**config.mk**
```make
export PLATFORM = sky130hd
export DESIGN_NAME = dpsk_modem
export DESIGN_NICKNAME = d
export VERILOG_FILES = /design/src/rtl/dpsk_pkg.sv /design/src/rtl/dpsk_demod.sv /design/src/rtl/dpsk_modem.sv
export SDC_FILE = /design/constraint.sdc
export NUM_CORES = 1
export LEC_CHECK = 0
export BUFFER_PORTS_ARGS = -buffer_cell sky130_fd_sc_hd__buf_2
export CORE_AREA = 2 2 126 128
export DETAILED_ROUTE_END_ITERATION = 12
export DIE_AREA = 0 0 128 130
export MAX_ROUTING_LAYER = met4
export PLACE_DENSITY = 0.39
export SLEW_MARGIN = 20
export SYNTH_ARGS = -nofsm -noshare
export SYNTH_HDL_FRONTEND = slang
export SYNTH_SLANG_ARGS = --single-unit
```
**constraint.sdc**
```tcl
create_clock -name clk -period 1.8 [get_ports clk]
set_input_delay 0.09 -clock clk [delete_from_list [all_inputs] [get_ports clk]]
set_output_delay 0.09 -clock clk [all_outputs]
set_load 0.05 [all_outputs]
```
**src/rtl/dpsk_pkg.sv**
```systemverilog
// Shared constants for the DPSK/BPSK test modem.
// Default timing targets a 12 MHz clock.
package dpsk_pkg;

    localparam int CARRIER_DIV_DEF = 30000;
    localparam int BIT_DIV_DEF     = 150000;

    localparam int MODE_BPSK = 0;
    localparam int MODE_DPSK = 1;

endpackage

```
**src/rtl/dpsk_demod.sv**
```systemverilog
// Receive path: coherent demodulation, optional differential decode,
// and a saturating bit-error counter against the transmitted bit.
module dpsk_demod
    import dpsk_pkg::*;
#(
    parameter int DIFF_EN = MODE_DPSK,
    parameter int ERR_W   = 16
) (
    input  logic             clk,
    input  logic             rst,
    input  logic             i_mod,
    input  logic             i_car,
    input  logic             i_mid,
    input  logic             i_clr,
    input  logic             i_data,
    output logic             o_demod,
    output logic             o_dec,
    output logic [ERR_W-1:0] o_err
);

    logic             r_ref_d;
    logic             r_prev;
    logic             r_valid;
    logic             r_cmp;
    logic             r_demod;
    logic             r_dec;
    logic [ERR_W-1:0] r_err;
    logic             w_rx;

    assign w_rx = i_mod ^ r_ref_d;

    always_ff @(posedge clk or posedge rst) begin
        if (rst) begin
            r_ref_d <= 1'b0;
            r_prev  <= 1'b0;
            r_valid <= 1'b0;
            r_cmp   <= 1'b0;
            r_demod <= 1'b0;
            r_dec   <= 1'b0;
            r_err   <= '0;
        end else begin
            // Local reference lags carrier_0 by one cycle, like modulated.
            r_ref_d <= i_car;
            r_cmp   <= 1'b0;
            if (i_clr) begin
                r_prev  <= 1'b0;
                r_valid <= 1'b0;
            end else if (i_mid) begin
                r_demod <= w_rx;
                r_dec   <= (DIFF_EN == MODE_DPSK) ? (w_rx ^ r_prev) : w_rx;
                r_prev  <= w_rx;
                r_valid <= 1'b1;
                r_cmp   <= r_valid;
            end
            if (r_cmp && (r_dec != i_data) && (r_err != '1))
                r_err <= r_err + 1'b1;
        end
    end

    assign o_demod = r_demod;
    assign o_dec   = r_dec;
    assign o_err   = r_err;

endmodule

```
**src/rtl/dpsk_modem.sv**
```systemverilog
// DPSK/BPSK loopback modem: carrier, bit timing, pattern transmit,
// line coding and modulation; receive side lives in dpsk_demod.
module dpsk_modem
    import dpsk_pkg::*;
#(
    parameter int CARRIER_DIV = CARRIER_DIV_DEF,
    parameter int BIT_DIV     = BIT_DIV_DEF,
    parameter int PAT_W       = 8,
    parameter int DIFF_EN     = MODE_DPSK,
    parameter int ERR_W       = 16
) (
    input  logic             clk,
    input  logic             rst,
    input  logic             en,
    input  logic [PAT_W-1:0] pattern,
    input  logic             pattern_load,
    input  logic             err_inject,
    output logic             carrier_0,
    output logic             carrier_180,
    output logic             data_bit,
    output logic             encoded_bit,
    output logic             modulated,
    output logic             demodulated,
    output logic             decoded,
    output logic             bit_strobe,
    output logic             frame_sync,
    output logic [ERR_W-1:0] err_count
);

    localparam int CW = $clog2(CARRIER_DIV / 2);
    localparam int BW = $clog2(BIT_DIV);
    localparam int IW = $clog2(PAT_W);

    localparam logic [CW-1:0] CAR_LAST = CW'(CARRIER_DIV / 2 - 1);
    localparam logic [BW-1:0] BIT_LAST = BW'(BIT_DIV - 1);
    localparam logic [BW-1:0] BIT_MID  = BW'(BIT_DIV / 2);
    localparam logic [IW-1:0] IDX_LAST = IW'(PAT_W - 1);

    logic [CW-1:0]    r_car_cnt;
    logic             r_car;
    logic [BW-1:0]    r_tmr;
    logic [IW-1:0]    r_idx;
    logic [PAT_W-1:0] r_pat;
    logic             r_data;
    logic             r_enc;
    logic             r_mod;
    logic             r_strobe;
    logic             r_fsync;

    logic             w_tick;
    logic             w_mid;
    logic             w_d;
    logic             w_enc;

    assign w_tick = en && (r_tmr == BIT_LAST);
    assign w_mid  = en && (r_tmr == BIT_MID);
    assign w_d    = r_pat[IDX_LAST - r_idx];
    // The differential reference is simply the last encoded symbol.
    assign w_enc  = (DIFF_EN == MODE_DPSK) ? (r_enc ^ w_d) : w_d;

    always_ff @(posedge clk or posedge rst) begin
        if (rst) begin
            r_car_cnt <= '0;
            r_car     <= 1'b0;
        end else if (r_car_cnt == CAR_LAST) begin
            r_car_cnt <= '0;
            r_car     <= ~r_car;
        end else begin
            r_car_cnt <= r_car_cnt + 1'b1;
        end
    end

    always_ff @(posedge clk or posedge rst) begin
        if (rst) begin
            r_tmr    <= '0;
            r_idx    <= '0;
            r_pat    <= '0;
            r_data   <= 1'b0;
            r_enc    <= 1'b0;
            r_strobe <= 1'b0;
            r_fsync  <= 1'b0;
        end else begin
            r_strobe <= 1'b0;
            r_fsync  <= 1'b0;
            // A load restarts the frame from phase zero and drops any tick.
            if (pattern_load) begin
                r_pat <= pattern;
                r_idx <= '0;
                r_tmr <= '0;
                r_enc <= 1'b0;
            end else if (en) begin
                r_tmr <= w_tick ? '0 : r_tmr + 1'b1;
                if (w_tick) begin
                    r_data   <= w_d;
                    r_enc    <= w_enc;
                    r_idx    <= (r_idx == IDX_LAST) ? '0 : r_idx + 1'b1;
                    r_strobe <= 1'b1;
                    r_fsync  <= (r_idx == '0);
                end
            end
        end
    end

    always_ff @(posedge clk or posedge rst) begin
        if (rst) r_mod <= 1'b0;
        else     r_mod <= r_car ^ r_enc ^ err_inject;
    end

    dpsk_demod #(
        .DIFF_EN (DIFF_EN),
        .ERR_W   (ERR_W)
    ) u_demod (
        .clk     (clk),
        .rst     (rst),
        .i_mod   (r_mod),
        .i_car   (r_car),
        .i_mid   (w_mid),
        .i_clr   (pattern_load),
        .i_data  (r_data),
        .o_demod (demodulated),
        .o_dec   (decoded),
        .o_err   (err_count)
    );

    assign carrier_0   = r_car;
    assign carrier_180 = ~r_car;
    assign data_bit    = r_data;
    assign encoded_bit = r_enc;
    assign modulated   = r_mod;
    assign bit_strobe  = r_strobe;
    assign frame_sync  = r_fsync;

endmodule

```
==> results.md <==
* Status: finished clean
* DR pass1 iterations at 4
* Antenna Diode Count at 0
* Number of max-cap violations at 0
* Req. time, crit path at 2.05 ns
* Hold Path Stages at 2
* Die Y at 130 um
* Clk sinks at 71
* IO Pins at 38
* Worst hold slack at 0.0192 ns
* Area Growth Syn to Fin at 37.5%
* GPL Wtd Cong at 0.728
* Final Setup Violations at 0
* R2r setup slk at 0.03 ns
* Synth Area in Adders at 0.0245
* Cells after DPL at 605
* Peak Freq at 566 MHz
* DP Wirelength at 6380 um
* Compound-Gate Fraction of Synth Area at 0.0741
* Simple-Gate Fraction of Synth Area at 0.225
* Utilization after layout at 0.319
* Fillcell total at 1599
* Initial antenna violation count at 0
* Ys flop type: dfrtp_1
* Vias in the first global route at 2882
* RSZ-0062 raised after global routing: true
* Seq/Total Area, Yosys at 0.496
* Peak supply drop at 463 uV
* Cell Rows at 46
* EDFF count, synth at 0
* Pwr dens at 730 nW/um^2
* Synth Register Bits at 71
* Vias at 2841
* Final Cycle Share at 0.982
* Final clock skew at 0.00626 ns
* Core area at 15400 um^2
* Clk buf depth at 2
* Layout Nets at 455
* Clk_lat worst skew at 0.34 ns
* Count of non-filler cells in the finished layout at 632
* Worst setup SP type: flop
* Routed Antenna Nets at 0
* Via/cell ratio at 4.50
* Syn Inst Count at 334
* Crit path DAT at 2.02 ns
* Post-synth top area share at 0.496
* Leakage at 2.17 nW
* Final Max Tran Viols at 0
* Syn_area_per_cell at 10.7 um^2
* Total CTS buffers at 9
* Mapped Area at 3580 um^2
* Largest area contributor in the netlist: dfrtp_1
* Hold crit path type: in2reg
* Root buf cell: clkbuf_16
* TritonCTS clock tree: done
* Die area at 16600 um^2
* Clk slew on worst S/H paths at 0.06 ns
* Max FO, Critical Path at 3
* Tmin final at 1.77 ns
* Endpoint class of the critical path: flop
* Distinct cell type count after synthesis at 51
* Reg2reg path depth at 4
* DRC viols at 0
* First-pass GRT wire length at 14600 um
* Yosys warning total at 0
* Most common cell after layout, fill and taps aside: dfrtp_1
* CTS H-tree lvls at 3
* Die X at 128 um
* Most frequent cells in the layout: dfrtp_1, buf_4, buf_2
* Relative slew slack at 0.725
* Crit Path Class: reg2reg
* Detailed Route Iter0 Violations at 120
* Total gr overflow at 0
* Worst Tran Pin Value at 0.409 ns
* Post-synthesis xor/xnor area fraction at 0.100
* Mux cell area share after synthesis at 0.0559
* Largest family of logic cells by synthesized area: simple AND/OR/NAND/NOR gates
* Aggregate routed wire length at 8790 um
* Ratio of cells with drive above 1 in the final layout at 0.348
* Async SR Flop Fraction at 1.00
* Post-Syn Nets at 354
* Port bufs at 37
* Synth top area cells: dfrtp_1, xnor2_1, xor2_1
* Starting Density at 0.232
* Hold Fails Final Rpt at 0
* Drt wl/cell at 13.9 um
* Largest net degree at the start of global routing at 48
* Gr usage total at 0.117
[cell usage after synthesis (all sizes together) (9+ instances only)]
master  instances
dfrtp          71
nor2           29
xnor2          23
nand3          22
xor2           18
nand2          17
inv            14
a21oi          13
mux2           12
nand4           9
o21ai           9
[what timing repair did]
item                       4_1_cts  5_1_grt
setup endpoints to repair        6       14
hold buffers                     9        0
pin swaps                        1        6
hold endpoints to repair        79        0
cloned                           0        0
setup buffers                    0        2
gates resized for setup          5       19
[power by group]
| group | leakage, nW | total [W] | switching, W | internal [W] |
|---|---|---|---|---|
| clock network | 0.144 | 0.00179 | 0.000688 | 0.00110 |
| logic | 1.08 | 0.000173 | 0.0000933 | 0.0000794 |
| registers | 0.943 | 0.00163 | 0.0000144 | 0.00162 |
| total | 2.17 | 0.00360 | 0.000796 | 0.00280 |
[kinds of logic (layout without fill, tap and decap cells)]
group,count (synthesis),in the layout
AND/OR/NAND/NOR,136,136
buffers and inverters,22,128
multiplexers,16,16
flip-flops,71,71
adder cells (fa/ha/maj),7,7
XOR/XNOR,41,41
AO/OA/AOI/OAI,41,41
[sequential cells by signal, summed over array words and instances (netlist names), 3 cells and up]
name / count
r_tmr: 18
u_demod.o_err: 16
r_car_cnt: 14
r_idx: 3
r_pat: 8
[critical path: stages, from the launching register on]
cell and delay, ns:
dfrtp_1 0.41, nor4b_4 0.32, nand2_1 0.11, or4_4 0.59, nor4b_4 0.25
[per-layer routing]
metal	vias to the layer above	wire [um]	track usage	share of wire
met4	0	208	0.0601	0.024
met1	1358	3990	0.141	0.45
met3	16	360	0.0295	0.041
met5	-	0	-	0
met2	49	4230	0.182	0.48
li1	1418	-	-	-
[layout make-up]
type                    count  area, um^2  share of cell area
clock buffers              10         239              0.0485
flip-flops and latches     71        1790               0.363
clock inverters             6        60.1              0.0122
multi-input cells         241        1860               0.378
inverters                  14        56.3              0.0114
repair buffers             98         678               0.138
well taps                 192         240              0.0488
[final timing paths]
check | endpoint | from
worst max-delay path | frame_sync | r_tmr[12]
worst min-delay path | r_tmr[1] | pattern_load
worst max register to register | frame_sync | r_tmr[12]
worst min register to register | u_demod.r_ref_d | carrier_0
max in group asynchronous | r_tmr[8] | rst
min in group asynchronous | frame_sync | rst
[per-stage QoR]
stage / TNS, ns / total power (W) / area, um^2 / setup WS, ns
floorplan: -0.541 / 0.00175 / 3620 / -0.131
global placement: -0.197 / 0.00182 / 4390 / -0.0877
detailed placement: -0.195 / 0.00182 / 4390 / -0.0541
CTS: 0 / 0.00367 / 4800 / 0.00526
global route: -0.0601 / 0.00375 / 4920 / -0.0304
finish: 0 / 0.00360 / 4920 / 0.0332
(Power assumes the default switching activity.)
